**src/rtl/rgmii_pkg.sv**
```systemverilog
// Shared types and constants for the RGMII receive frame stage.
// In-band status helpers are used only when RGMII_RX_INBAND_STATUS_EN is defined.
package rgmii_pkg;

    typedef enum logic [1:0] {
        ST_IDLE     = 2'd0,
        ST_PREAMBLE = 2'd1,
        ST_DATA     = 2'd2,
        ST_DROP     = 2'd3
    } rx_state_e;

    localparam logic [7:0] PREAMBLE_BYTE   = 8'h55;
    localparam logic [7:0] SFD_BYTE        = 8'hD5;
    localparam logic [3:0] PREAMBLE_NIBBLE = 4'h5;
    localparam logic [3:0] SFD_NIBBLE      = 4'hD;
    localparam logic [3:0] FALSE_CARRIER   = 4'hE;

    localparam int IB_LINK_BIT   = 0;
    localparam int IB_SPEED_LSB  = 1;
    localparam int IB_DUPLEX_BIT = 3;

    localparam logic [1:0] SPEED_10   = 2'b00;
    localparam logic [1:0] SPEED_100  = 2'b01;
    localparam logic [1:0] SPEED_1000 = 2'b10;

    // The reserved code 2'b11 is passed through unchanged.
    function automatic logic [1:0] inband_speed(input logic [3:0] nib);
        logic [1:0] code;
        code = nib[IB_SPEED_LSB +: 2];
        case (code)
            2'b00:   return SPEED_10;
            2'b01:   return SPEED_100;
            2'b10:   return SPEED_1000;
            default: return code;
        endcase
    endfunction

endpackage

```
**src/rtl/rgmii_rx_nibble_asm.sv**
```systemverilog
// Byte assembly from captured RGMII nibbles: whole byte per cycle at 1000,
// low-then-high nibble pairs from the rising sample at 10/100.
module rgmii_rx_nibble_asm
    import rgmii_pkg::*;
(
    input  logic       mac_rxc,
    input  logic       rst_n,
    input  logic       mode_1g,
    input  logic       en,
    input  logic       clr,
    input  logic [3:0] rxd_rise,
    input  logic [3:0] rxd_fall,
    output logic [7:0] byte_data,
    output logic       byte_valid,
    output logic       odd_nibble
);

    logic       phase_q;
    logic [3:0] low_q;

    always_ff @(posedge mac_rxc or negedge rst_n) begin
        if (!rst_n) begin
            phase_q <= 1'b0;
            low_q   <= 4'h0;
        end else if (clr) begin
            phase_q <= 1'b0;
        end else if (en && !mode_1g) begin
            if (!phase_q)
                low_q <= rxd_rise;
            phase_q <= ~phase_q;
        end
    end

    // Byte is presented in the same cycle its last nibble is sampled.
    always_comb begin
        byte_data  = mode_1g ? {rxd_fall, rxd_rise} : {rxd_rise, low_q};
        byte_valid = en && (mode_1g || phase_q);
        odd_nibble = phase_q;
    end

endmodule

```
**src/rtl/rgmii_rx_frame.sv**
```systemverilog
// RGMII receive frame stage: preamble/SFD strip, byte stream with markers,
// length/error checks and saturating statistics. Optional in-band link status
// decode is enabled with RGMII_RX_INBAND_STATUS_EN.
//
// state    | meaning
// IDLE     | no carrier; watches for dv, false carrier and in-band status
// PREAMBLE | consuming 0x55 / nibble 5 until the SFD
// DATA     | payload; one byte held back so the last one can carry m_eop
// DROP     | bad preamble, discard until dv drops
module rgmii_rx_frame
    import rgmii_pkg::*;
#(
    parameter int MAX_LEN = 1518,
    parameter int LEN_W   = 14,
    parameter int CNT_W   = 16
) (
    input  logic             mac_rxc,
    input  logic             rst_n,
    input  logic             speed_1g,
    input  logic             ctl_rise,
    input  logic             ctl_fall,
    input  logic [3:0]       rxd_rise,
    input  logic [3:0]       rxd_fall,
    output logic [7:0]       m_data,
    output logic             m_valid,
    output logic             m_sop,
    output logic             m_eop,
    output logic             m_err,
    output logic [LEN_W-1:0] frame_len,
    output logic [CNT_W-1:0] frame_cnt,
    output logic [CNT_W-1:0] err_cnt,
    output logic             link_up,
    output logic [1:0]       link_speed,
    output logic             link_duplex
);

    localparam logic [LEN_W-1:0] LEN_SAT = LEN_W'(MAX_LEN + 1);

    rx_state_e        state;
    logic             mode_1g;
    logic             dv;
    logic             er;
    logic [7:0]       hold_q;
    logic             hold_vld;
    logic             first_q;
    logic             er_seen;
    logic             fc_active;
    logic [LEN_W-1:0] len_q;

    logic [7:0]       asm_byte;
    logic             asm_valid;
    logic             asm_odd;
    logic             asm_en;
    logic             asm_clr;

    logic             pre_is_pre;
    logic             pre_is_sfd;
    logic             eop_now;
    logic             eop_bad;
    logic             zero_frame;
    logic             drop_entry;
    logic             fc_event;
    logic             frame_inc;
    logic             err_inc;

    always_comb begin
        dv         = ctl_rise;
        er         = ctl_rise ^ ctl_fall;
        asm_en     = (state == ST_DATA) && dv;
        asm_clr    = (state != ST_DATA);
        pre_is_pre = mode_1g ? ({rxd_fall, rxd_rise} == PREAMBLE_BYTE)
                             : (rxd_rise == PREAMBLE_NIBBLE);
        pre_is_sfd = mode_1g ? ({rxd_fall, rxd_rise} == SFD_BYTE)
                             : (rxd_rise == SFD_NIBBLE);
        eop_now    = (state == ST_DATA) && !dv && hold_vld;
        eop_bad    = er_seen || (len_q == LEN_SAT) || asm_odd;
        zero_frame = (state == ST_DATA) && !dv && !hold_vld;
        drop_entry = (state == ST_PREAMBLE) && dv && !pre_is_pre && !pre_is_sfd;
        fc_event   = (state == ST_IDLE) && !dv && er &&
                     (rxd_rise == FALSE_CARRIER) && !fc_active;
        frame_inc  = eop_now && !eop_bad;
        err_inc    = (eop_now && eop_bad) || zero_frame || drop_entry || fc_event;
    end

    rgmii_rx_nibble_asm u_asm (
        .mac_rxc    (mac_rxc),
        .rst_n      (rst_n),
        .mode_1g    (mode_1g),
        .en         (asm_en),
        .clr        (asm_clr),
        .rxd_rise   (rxd_rise),
        .rxd_fall   (rxd_fall),
        .byte_data  (asm_byte),
        .byte_valid (asm_valid),
        .odd_nibble (asm_odd)
    );

    always_ff @(posedge mac_rxc or negedge rst_n) begin
        if (!rst_n) begin
            state     <= ST_IDLE;
            mode_1g   <= 1'b0;
            hold_q    <= 8'h00;
            hold_vld  <= 1'b0;
            first_q   <= 1'b0;
            er_seen   <= 1'b0;
            fc_active <= 1'b0;
            len_q     <= '0;
            m_data    <= 8'h00;
            m_valid   <= 1'b0;
            m_sop     <= 1'b0;
            m_eop     <= 1'b0;
            m_err     <= 1'b0;
            frame_len <= '0;
        end else begin
            m_valid <= 1'b0;
            m_sop   <= 1'b0;
            m_eop   <= 1'b0;
            m_err   <= 1'b0;

            // A false-carrier event counts once and lasts until er drops.
            if (!er)
                fc_active <= 1'b0;
            else if (fc_event)
                fc_active <= 1'b1;

            case (state)
                ST_IDLE: begin
                    if (dv) begin
                        state   <= ST_PREAMBLE;
                        mode_1g <= speed_1g;
                    end
                end
                ST_PREAMBLE: begin
                    if (!dv) begin
                        state <= ST_IDLE;
                    end else if (pre_is_sfd) begin
                        state    <= ST_DATA;
                        first_q  <= 1'b1;
                        hold_vld <= 1'b0;
                        er_seen  <= 1'b0;
                        len_q    <= '0;
                    end else if (!pre_is_pre) begin
                        state <= ST_DROP;
                    end
                end
                ST_DATA: begin
                    if (dv) begin
                        if (er)
                            er_seen <= 1'b1;
                        if (asm_valid) begin
                            if (hold_vld) begin
                                m_valid <= 1'b1;
                                m_data  <= hold_q;
                                m_sop   <= first_q;
                                first_q <= 1'b0;
                            end
                            hold_q   <= asm_byte;
                            hold_vld <= 1'b1;
                            if (len_q != LEN_SAT)
                                len_q <= len_q + 1'b1;
                        end
                    end else begin
                        if (hold_vld) begin
                            m_valid   <= 1'b1;
                            m_data    <= hold_q;
                            m_sop     <= first_q;
                            m_eop     <= 1'b1;
                            m_err     <= eop_bad;
                            frame_len <= len_q;
                        end
                        hold_vld <= 1'b0;
                        first_q  <= 1'b0;
                        state    <= ST_IDLE;
                    end
                end
                ST_DROP: begin
                    if (!dv)
                        state <= ST_IDLE;
                end
                default: state <= ST_IDLE;
            endcase
        end
    end

    always_ff @(posedge mac_rxc or negedge rst_n) begin
        if (!rst_n) begin
            frame_cnt <= '0;
            err_cnt   <= '0;
        end else begin
            if (frame_inc && (frame_cnt != '1))
                frame_cnt <= frame_cnt + 1'b1;
            if (err_inc && (err_cnt != '1))
                err_cnt <= err_cnt + 1'b1;
        end
    end

`ifdef RGMII_RX_INBAND_STATUS_EN
    // Status nibble is repeated on both edges during inter-frame gaps.
    always_ff @(posedge mac_rxc or negedge rst_n) begin
        if (!rst_n) begin
            link_up     <= 1'b0;
            link_speed  <= SPEED_10;
            link_duplex <= 1'b0;
        end else if ((state == ST_IDLE) && !dv && !er && (rxd_rise == rxd_fall)) begin
            link_up     <= rxd_rise[IB_LINK_BIT];
            link_speed  <= inband_speed(rxd_rise);
            link_duplex <= rxd_rise[IB_DUPLEX_BIT];
        end
    end
`else
    assign link_up     = 1'b0;
    assign link_speed  = SPEED_10;
    assign link_duplex = 1'b0;
`endif

endmodule

```
**config.mk**
```make
export PLATFORM = sky130hd
export DESIGN_NAME = rgmii_rx_frame
export DESIGN_NICKNAME = d
export VERILOG_FILES = /design/src/rtl/rgmii_pkg.sv /design/src/rtl/rgmii_rx_nibble_asm.sv /design/src/rtl/rgmii_rx_frame.sv
export SDC_FILE = /design/constraint.sdc
export NUM_CORES = 1
export LEC_CHECK = 0
export CAP_MARGIN = 0
export CORE_UTILIZATION = 30
export CTS_CLUSTER_DIAMETER = 50
export DETAILED_ROUTE_END_ITERATION = 10
export GPL_ROUTABILITY_DRIVEN = 0
export PLACE_DENSITY_LB_ADDON = 0.15
export SKIP_LAST_GASP = 1
export SLEW_MARGIN = 20
export SYNTH_ARGS = -nofsm -noshare
export SYNTH_HDL_FRONTEND = slang
export SYNTH_HIERARCHICAL = 1
export SYNTH_SLANG_ARGS = --single-unit
```
**constraint.sdc**
```tcl
create_clock -name mac_rxc -period 6.6 [get_ports mac_rxc]
set_clock_uncertainty 0.2 [all_clocks]
set_input_delay 0.99 -clock mac_rxc [delete_from_list [all_inputs] [get_ports mac_rxc]]
set_output_delay 0.99 -clock mac_rxc [all_outputs]
set_load 0.02 [all_outputs]
```
==> key figures, run 1 <==
Outcome
  – Outcome: completed

Worst setup path
  – R2r startpoint: state[0]
  – Worst Setup SP: ctl_rise
  – Worst setup path class: in2reg
  – Worst Path Arrival: 3.95 ns
  – Crit end category: flip-flop
  – Crit path to: frame_cnt[11]
  – Critical Path Start Type: input port
  – Critical Path RT: 6.67 ns
  – Flop2flop setup slack: 3.36 ns
  – Reg2reg path depth: 8
  – Worst r2r dst: frame_cnt[11]
  – Worst-path fanout max: 16

Layout
  – Final Util: 0.393
  – Area added between synthesis and finish: 27.5%
  – Layout Nets: 517
  – Register area: 2300 µm²
  – N_diodes: 0
  – Share of cells above drive strength 1: 0.129
  – Fin area: 5720 µm²
  – Fillers: 1439
  – Area of the multi-input gates: 2090 µm²

STA
  – Final slew viol count: 0
  – Tmin final: 3.88 ns
  – RSZ-0062 raised after global routing: false
  – Setup_tns: 0 ns
  – Final Hold Viols: 0
  – Slew headroom: 0.497
  – Part of the cycle the worst path needs: 0.588
  – Fmax: 0.257 GHz
  – Setup violators final: 0
  – Tightest Pin Transition: 0.752 ns
  – Final worst slack: 2.72 ns

Synth
  – EDFF count, synth: 0
  – Synth area leaders: dfrtp_1, mux2_2, nand2_1, xnor2_1, nand3_1
  – Cell count after synthesis: 424
  – Cell variety after synth: 59
  – Post-synthesis sequential area ratio: 0.514
  – Leading area contributor after synthesis: dfrtp_1
  – Top-count cell post-synth: dfrtp_1
  – Ys async rst share: 1.00
  – Top FF cell, synth: dfrtp_1
  – Synth cell count leaders: dfrtp_1, nand2_1, mux2_2
  – Yosys reg bits: 92
  – Ys Warns: 6
  – Synthesized cell area: 4480 µm²
  – Post-Syn Area per Cell: 10.6 µm²
  – Post-synth top area share: 0.514

Clocking
  – Clk buf depth: 2
  – Cts bufs inserted: 9
  – Clk pin slew, worst setup/hold paths: 0.06 ns
  – Root Buffer: clkbuf_16
  – Clk sinks: 92
  – Clk_lat worst skew: 0.35 ns
  – Post-CTS sizing: 0
  – Post-CTS Setup Repair Bufs: 0
  – CTS tree: yes
  – Deepest level of the CTS H-tree: 3
  – CTS Hold Bufs: 0

Global routing
  – Gr ovfl total: 0
  – Largest net degree at the start of global routing: 56
  – Vias in the first global route: 3434
  – First-pass GRT wire length: 17800 µm
  – Initial antenna violation count: 0
  – GRT Total Usage: 0.145

Floorplan
  – Cell row count: 44
  – Die W: 124 µm
  – Core Area: 14500 µm²
  – Die H: 124 µm
  – Initial core utilization: 0.308
  – I/O pin count: 75
  – Die area: 15400 µm²

Placed design
  – Buffers on Ports: 70
  – Post-place setup slack: 2.36 ns
  – Post-DP HPWL: 7330 µm
  – DP Area: 5360 µm²

Detailed routing
  – Drt via density: 4.95
  – DRC violations left: 0
  – Starting DRT DRC Count: 171
  – Wire per inst: 15.0 µm
  – Post-Route WL: 10300 µm
  – Vias: 3396
  – Pre-antenna DRT Iters: 4
  – Final ANT Viol Nets: 0

Min path
  – Hold WC Path Type: reg2reg

Power and ir drop
  – PwrDens: 305 nW/µm²
  – Power Internal: 1.21 mW
  – Pwr Total: 1.75 mW
  – Sw Pwr: 0.539 mW
  – Gate power share: 0.242
  – P_leak: 2.55 nW
  – Clk pwr share: 0.353
  – Sw Ratio: 0.309
  – VDD IR max: 0.000189 V
  – Sequential power share: 0.404

Flow run
  – Max cap viols: 0
kinds of logic after synthesis:
logic type | count (synthesis) | share of synthesized area
AND/OR/NAND/NOR | 188 | 0.215
adder cells (fa/ha/maj) | 7 | 0.0195
multiplexers | 36 | 0.0913
other | 1 | 0.000836
AO/OA/AOI/OAI | 56 | 0.0907
XOR/XNOR | 23 | 0.0449
flip-flops | 92 | 0.514
buffers and inverters | 21 | 0.0237
worst min-delay path by stage:
stage                 start  cells past startpoint      endpoint
5_1_grt        frame_len[4]                      2  frame_len[4]
2_1_floorplan       first_q                      1         m_sop
3_5_place_dp   frame_len[2]                      2  frame_len[2]
4_1_cts        frame_len[6]                      2  frame_len[6]
6_report       frame_len[7]                      2  frame_len[7]
3_3_place_gp   frame_len[1]                      2  frame_len[1]
per-stage QoR:
step / hold slack (ns) / cells
final: 0.275 / 686
after global placement: 0.267 / 670
after CTS: 0.281 / 686
after global routing: 0.304 / 686
after floorplan: 0.270 / 427
after detailed placement: 0.266 / 670
layout make-up:
type	instances	area share
timing repair buffer	71	0.123
clock buffer	11	0.0442
inverter	9	0.00591
clock inverter	5	0.0188
tap	184	0.0403
multi-input combinational	314	0.365
sequential	92	0.403
power groups by stage:
stage               clock [mW]  sequential [mW]  combinational [mW]
floorplan                    0            0.716               0.289
global placement             0            0.714               0.424
detailed placement           0            0.715               0.428
CTS                      0.633            0.706               0.429
global route             0.659            0.719               0.472
finish                   0.617            0.706               0.423
critical path, stage by stage:
cell and delay [ns]:
clkdlybuf4s50_1 0.65, inv_2 0.26, nand3_2 0.33, inv_1 0.46, nand3_1 0.18, nor2_1 0.63
and4_1 0.30, xor2_1 0.16
registers in the layout, summed over array words and instances (netlist names), 2 cells and up:
| register | flops |
|---|---|
| len_q | 14 |
| state | 2 |
| frame_len | 14 |
| hold_q | 8 |
| m_data | 8 |
| err_cnt | 16 |
| u_asm/low_q | 4 |
| frame_cnt | 16 |
cell usage in the layout, fill, tap and decap left out, types with 3 or more instances in the layout:
cell type,Yosys,routed
dfrtp_1,92,92
nand2_1,81,81
clkdlybuf4s50_1,0,69
mux2_2,29,29
nand3_1,28,28
nor2_1,20,20
xnor2_1,19,19
o21ai_0,14,14
nand4_1,13,13
and3_1,12,12
a21oi_1,9,9
clkbuf_16,0,9
inv_1,7,7
ha_1,7,7
mux2_1,6,6
and2_1,5,5
o41ai_1,5,5
a31oi_1,4,4
nor3_1,4,4
xor2_1,4,4
o311ai_1,4,4
conb_1,1,4
nand4_2,3,3
o211ai_1,3,3
nor4_1,3,3
and4_1,3,3
bufinv_16,0,3
layer usage:
| layer | vias up | GRT usage | wire length (µm) |
|---|---|---|---|
| li1 | 1662 | - | - |
| met1 | 1664 | 0.186 | 4870 |
| met3 | 10 | 0.0487 | 397 |
| met2 | 60 | 0.230 | 4900 |
| met5 | - | 0 | 0 |
| met4 | 0 | 0.0425 | 131 |
No activity file was read; power rests on OpenSTA's default activity.
==> run 2, diff against run 1 <==
==> constraint.sdc (replaced) <==
create_clock -name mac_rxc -period 3.85 [get_ports mac_rxc]
set_clock_uncertainty 0.2 [all_clocks]
set_input_delay 0.5775 -clock mac_rxc [delete_from_list [all_inputs] [get_ports mac_rxc]]
set_output_delay 0.5775 -clock mac_rxc [all_outputs]
set_load 0.02 [all_outputs]
==> run 2 against run 1 <==
Compared with the run above:
- clock-buffer cell count increased by 3
- sequential share of layout area increased by 0.47 points
- die area unchanged
- largest cell class unchanged
- largest power group unchanged
==> key figures, run 2 (synthesis results as in run 1) <==
Layout
  – Share of cells above drive strength 1: 0.127 (-0.00250)
  – N_diodes: 0 (unchanged)
  – Area added between synthesis and finish: 26.1%
  – Register area: 2300 µm² (unchanged)
  – Layout Nets: 520 (+0.58%)
  – Non-filler instance count after layout: 688 (+0.29%)
  – Commonest non-fill, non-tap cell in the layout: dfrtp_1
  – Fillers: 1469 (+2.1%)
  – Commonest cells after routing, fill and taps aside: dfrtp_1, nand2_1, clkdlybuf4s50_1
  – Final Util: 0.389 (-0.00456)
  – Largest regs: err_cnt: 16 flops, frame_cnt: 16 flops
  – Area of the multi-input gates: 2090 µm² (unchanged)

Min path
  – Hold WC Path Type: in2async

Detailed routing
  – Final ANT Viol Nets: 0 (unchanged)
  – Post-Route WL: 10200 µm (-1.3%)
  – Pre-antenna DRT Iters: 4 (unchanged)
  – DRC violations left: 0 (unchanged)
  – Drt via density: 4.98 (+0.68%)
  – Vias: 3429 (+0.97%)
  – Wire per inst: 14.8 µm (-1.6%)
  – Starting DRT DRC Count: 166 (-2.9%)

Global routing
  – Largest net degree at the start of global routing: 51 (-8.9%)
  – Initial antenna violation count: 0 (unchanged)
  – Gr ovfl total: 0 (unchanged)
  – First-pass GRT wire length: 17300 µm (-3.0%)
  – GRT Total Usage: 0.140 (-0.00469)
  – Vias in the first global route: 3415 (-0.55%)

Clocking
  – Post-CTS Setup Repair Bufs: 0 (unchanged)
  – Root Buffer: clkbuf_16
  – Clk_lat worst skew: 0.34 ns (about the same)
  – Clk sinks: 92 (unchanged)
  – Clk pin slew, worst setup/hold paths: 0.06 ns (about the same)
  – Deepest level of the CTS H-tree: 3 (unchanged)
  – Post-CTS sizing: 0 (unchanged)
  – CTS Hold Bufs: 0 (unchanged)
  – CTS tree: yes
  – Cts bufs inserted: 9 (unchanged)
  – Clk buf depth: 2 (unchanged)

Worst setup path
  – Worst-path fanout max: 9 (-7)
  – Largest stage delay on the critical path: 0.41 ns (-0.24 ns)
  – Crit-path cells: inv_1 -> ha_1 -> inv_2 -> nor2_1 -> o21a_1 -> and2_1 -> nand4_1 -> nor2_1 -> a21oi_1 -> o21ai_0 -> o31ai_1
  – Critical Path RT: 3.87 ns (-2.80 ns)
  – Critical path's slowest cell: dfrtp_1
  – Worst setup path class: reg2reg
  – Worst Path Arrival: 2.98 ns (-0.97 ns)
  – Most Frequent Cell on Critical Path: nor2_1
  – R2r startpoint: state[0]
  – Worst Setup SP: state[0]
  – Crit end category: flip-flop
  – Critical Path Start Type: flip-flop

Power and ir drop
  – Power Internal: 1.87 mW (+55%)
  – P_leak: 2.52 nW (-1.2%)
  – Clk pwr share: 0.298 (-0.055)
  – Sw Pwr: 0.890 mW (+65%)
  – Sequential power share: 0.437 (+0.033)
  – PwrDens: 488 nW/µm² (+60%)
  – Sw Ratio: 0.322 (+0.0137)
  – Gate power share: 0.265 (+0.023)
  – Pwr Total: 2.76 mW (+58%)
  – VDD IR max: 0.000280 V (+48%)

Placed design
  – Buffers on Ports: 70 (unchanged)
  – Post-DP HPWL: 7200 µm (-1.8%)
  – Post-Place Cells: 673 (+0.45%)

Floorplan
  – Initial core utilization: 0.308 (unchanged)
  – Core Area: 14500 µm² (unchanged)
  – Die H: 124 µm (unchanged)
  – I/O pin count: 75 (unchanged)
  – Die W: 124 µm (unchanged)
  – Cell row count: 44 (unchanged)
  – Die area: 15400 µm² (unchanged)

STA
  – Part of the cycle the worst path needs: 0.769
  – Setup_tns: 0 ns (unchanged)
  – RSZ-0062 raised after global routing: false
  – Slew headroom: 0.499 (+0.00257)
  – Setup violators final: 0 (unchanged)
  – Final slew viol count: 0 (unchanged)
  – Fmax: 0.338 GHz
  – Tmin final: 2.96 ns
  – Tightest Pin Transition: 0.748 ns (-0.00384 ns)
  – Final Hold Viols: 0 (unchanged)

Flow run
  – Max cap viols: 0 (unchanged)

Outcome
  – Outcome: completed
[run 2: cell count changes in the layout (fill, tap and decap cells not counted)]
cell / previous run / this run
buf_4: 2 / 5
bufinv_16: 3 / 0
clkbuf_1: 0 / 3
clkinv_4: 2 / 0
clkinvlp_4: 0 / 1
[run 2: area by class of cell]
type / count / area share
Timing Repair Buffer: 74 / 0.129
Sequential cell: 92 / 0.407
Multi-Input combinational cell: 314 / 0.369
Clock inverter: 1 / 0.00133
Tap cell: 184 / 0.0407
Inverter: 9 / 0.00598
Clock buffer: 14 / 0.0467
[run 2: worst paths after layout]
| check | slack (ns) | to | depth (start not counted) |
|---|---|---|---|
| max in group asynchronous | 2.59 | state[1] | 2 |
| setup / recovery | 0.89 | len_q[10] | 11 |
| min in group mac_rxc | 0.27 | frame_len[6] | 2 |
| hold reg to reg | 0.27 | frame_len[6] | 2 |
| setup reg to reg | 0.89 | len_q[10] | 11 |
| hold / removal | 0.08 | frame_len[7] | 1 |
[run 2: worst max-delay path, delay by kind of cell, from the launching register on]
family                   cells  cell delay, ns
AO/OA/AOI/OAI                4            0.60
adder cells (fa/ha/maj)      1            0.35
buffers and inverters        2            0.24
flip-flops                   1            0.41
AND/OR/NAND/NOR              4            1.03
[run 2: per-layer routing]
| layer | global-route usage | share of wire | vias to the layer above | wire length [µm] |
|---|---|---|---|---|
| li1 | - | - | 1667 | - |
| met1 | 0.182 | 0.48 | 1691 | 4830 |
| met2 | 0.222 | 0.47 | 54 | 4790 |
| met3 | 0.0289 | 0.030 | 17 | 302 |
| met4 | 0.0652 | 0.023 | 0 | 233 |
| met5 | 0 | 0 | - | 0 |
[run 2: power by group through the flow]
stage	registers [mW]	logic [mW]	clock network, mW
after floorplan	1.23	0.495	0
after global placement	1.22	0.733	0
after detailed placement	1.22	0.740	0
after CTS	1.21	0.744	0.857
after global routing	1.23	0.812	0.896
final	1.21	0.732	0.822
[run 2: metrics by stage]
step | hold slack, ns | instance area, µm² | setup WS, ns
after CTS | 0.0932 | 5650 | 0.906
after floorplan | 0.0819 | 4490 | 1.45
after global routing | 0.132 | 5650 | 0.639
after detailed placement | 0.264 | 5380 | 0.764
final | 0.0791 | 5650 | 0.889
after global placement | 0.263 | 5380 | 0.801
==> run 3, diff against run 2 <==
==> constraint.sdc (replaced) <==
create_clock -name mac_rxc -period 2.7 [get_ports mac_rxc]
set_clock_uncertainty 0.2 [all_clocks]
set_input_delay 0.405 -clock mac_rxc [delete_from_list [all_inputs] [get_ports mac_rxc]]
set_output_delay 0.405 -clock mac_rxc [all_outputs]
set_load 0.02 [all_outputs]
==> run 3 against run 2 <==
Compared with the run above:
- sequential power grew 40%
- register-to-register slack lost 0.57 ns
- via count grew 1.2%
- die area is the same
- clock power grew 58%
- sequential share of layout area shrank 1.5 points
- wire length grew 6.2%
==> key figures, run 3 (synthesis results as in run 1) <==
Outcome
  – Outcome: completed

Power and ir drop
  – VDD IR max: 0.000563 V (+100%)
  – P_leak: 2.63 nW (+4.5%)
  – Pwr Total: 4.16 mW (+51%)
  – PwrDens: 709 nW/µm² (+45%)

Layout
  – N_diodes: 0 (unchanged)
  – Final Util: 0.403 (+0.0145)
  – Area added between synthesis and finish: 30.8%
  – Layout Nets: 540 (+3.8%)
  – Commonest cells after routing, fill and taps aside: dfrtp_1, nand2_1, clkdlybuf4s50_1
  – Commonest non-fill, non-tap cell in the layout: dfrtp_1
  – Fillers: 1451 (-1.2%)
  – Largest regs: err_cnt: 16 flops, frame_cnt: 16 flops
  – Share of cells above drive strength 1: 0.164 (+0.0368)

Worst setup path
  – Critical path's slowest cell: dfrtp_1
  – Worst setup path class: reg2reg
  – Crit-path cells: inv_1 -> ha_1 -> nand4_1 -> nor2_1 -> a31o_2 -> a211o_4 -> and2_4 -> mux2_4
  – Critical Path Start Type: flip-flop
  – Crit path max-delay family: compound AO/OA/AOI/OAI gates
  – WP buf/inv: 1 (-1)
  – Worst Path Arrival: 2.41 ns (-0.57 ns)
  – Crit end category: flip-flop
  – Critical Path RT: 2.73 ns (-1.14 ns)
  – Largest stage delay on the critical path: 0.40 ns (about the same)
  – Worst-path fanout max: 16 (+7)

Floorplan
  – I/O pin count: 75 (unchanged)
  – Core Area: 14500 µm² (unchanged)
  – Die H: 124 µm (unchanged)
  – Initial core utilization: 0.308 (unchanged)
  – Cell row count: 44 (unchanged)
  – Die W: 124 µm (unchanged)
  – Die area: 15400 µm² (unchanged)

Clocking
  – Post-CTS Setup Repair Bufs: 0 (unchanged)
  – Deepest level of the CTS H-tree: 3 (unchanged)
  – Root Buffer: clkbuf_16
  – Clk buf depth: 2 (unchanged)
  – Clk_lat worst skew: 0.35 ns (about the same)
  – CTS tree: yes
  – CTS Hold Bufs: 1 (+1)
  – Cts bufs inserted: 9 (unchanged)
  – Clk sinks: 92 (unchanged)
  – Post-CTS sizing: 0 (unchanged)
  – Clk pin slew, worst setup/hold paths: 0.07 ns (about the same)

Placed design
  – Buffers on Ports: 70 (unchanged)
  – Post-DP HPWL: 7770 µm (+7.9%)
  – Post-place setup slack: 0.0302 ns (-0.734 ns)

Detailed routing
  – Post-Route WL: 10800 µm (+6.2%)
  – DRC violations left: 0 (unchanged)
  – Final ANT Viol Nets: 0 (unchanged)
  – Wire per inst: 15.2 µm (+3.0%)
  – Starting DRT DRC Count: 192 (+16%)
  – Pre-antenna DRT Iters: 4 (unchanged)
  – Drt via density: 4.90 (-1.8%)
  – Vias: 3471 (+1.2%)

STA
  – Final Hold Viols: 0 (unchanged)
  – Hold_ws: 0.281 ns (+0.202 ns)
  – Fmax: 0.421 GHz (+25%)
  – Part of the cycle the worst path needs: 0.880 (+0.111)
  – RSZ-0062 raised after global routing: false
  – Final worst slack: 0.323 ns (-0.566 ns)
  – Setup_tns: 0 ns (unchanged)
  – Final slew viol count: 0 (unchanged)
  – Setup violators final: 0 (unchanged)
  – Tmin final: 2.38 ns (-0.584 ns)

Global routing
  – Largest net degree at the start of global routing: 43 (-16%)
  – Gr ovfl total: 0 (unchanged)
  – GRT Total Usage: 0.151 (+0.0107)
  – Vias in the first global route: 3653 (+7.0%)
  – First-pass GRT wire length: 18500 µm (+7.2%)
  – Initial antenna violation count: 0 (unchanged)

Flow run
  – Max cap viols: 0 (unchanged)

Min path
  – Hold WC Path Type: reg2reg
-- run 3: final cells by class --
cell class / instances / area (µm²) / share of cell area
Timing Repair Buffer: 94 / 906 / 0.155
Clock inverter: 5 / 61.3 / 0.0105
Multi-Input combinational cell: 314 / 2090 / 0.356
Clock buffer: 11 / 243 / 0.0414
Inverter: 9 / 33.8 / 0.00576
Tap cell: 184 / 230 / 0.0393
Sequential cell: 92 / 2300 / 0.393
-- run 3: per-layer routing --
| metal | up-vias | GRT usage | wire (µm) |
|---|---|---|---|
| met3 | 14 | 0.0504 | 418 |
| met2 | 58 | 0.247 | 5250 |
| li1 | 1706 | - | - |
| met1 | 1693 | 0.188 | 4970 |
| met5 | - | 0 | 0 |
| met4 | 0 | 0.0404 | 154 |
-- run 3: through the flow --
stage	std cells	cell area, µm²
after floorplan	427	4490
after global placement	692	5550
after detailed placement	692	5550
after CTS	709	5860
after global routing	709	5860
final	709	5860
-- run 3: power breakdown --
group	switching, mW	internal [mW]
Clock	0.553	0.745
Sequential	0.150	1.53
Combinational	0.643	0.531
-- run 3: tightest hold or removal path: cells and delay by family, from the launching register on --
kind / cells / cell delay [ns]
flops: 1 / 0.34
simple gates: 2 / 0.11
-- run 3: worst paths after layout --
kind,end,cells after the start,startpoint,slack [ns]
min reg2reg,frame_len[6],2,frame_len[6],0.28
max,err_cnt[1],8,state[0],0.32
min in group asynchronous,m_data[7],2,rst_n,0.34
max in group asynchronous,err_cnt[1],3,rst_n,1.29
min,frame_len[6],2,frame_len[6],0.28
max reg2reg,err_cnt[1],8,state[0],0.32
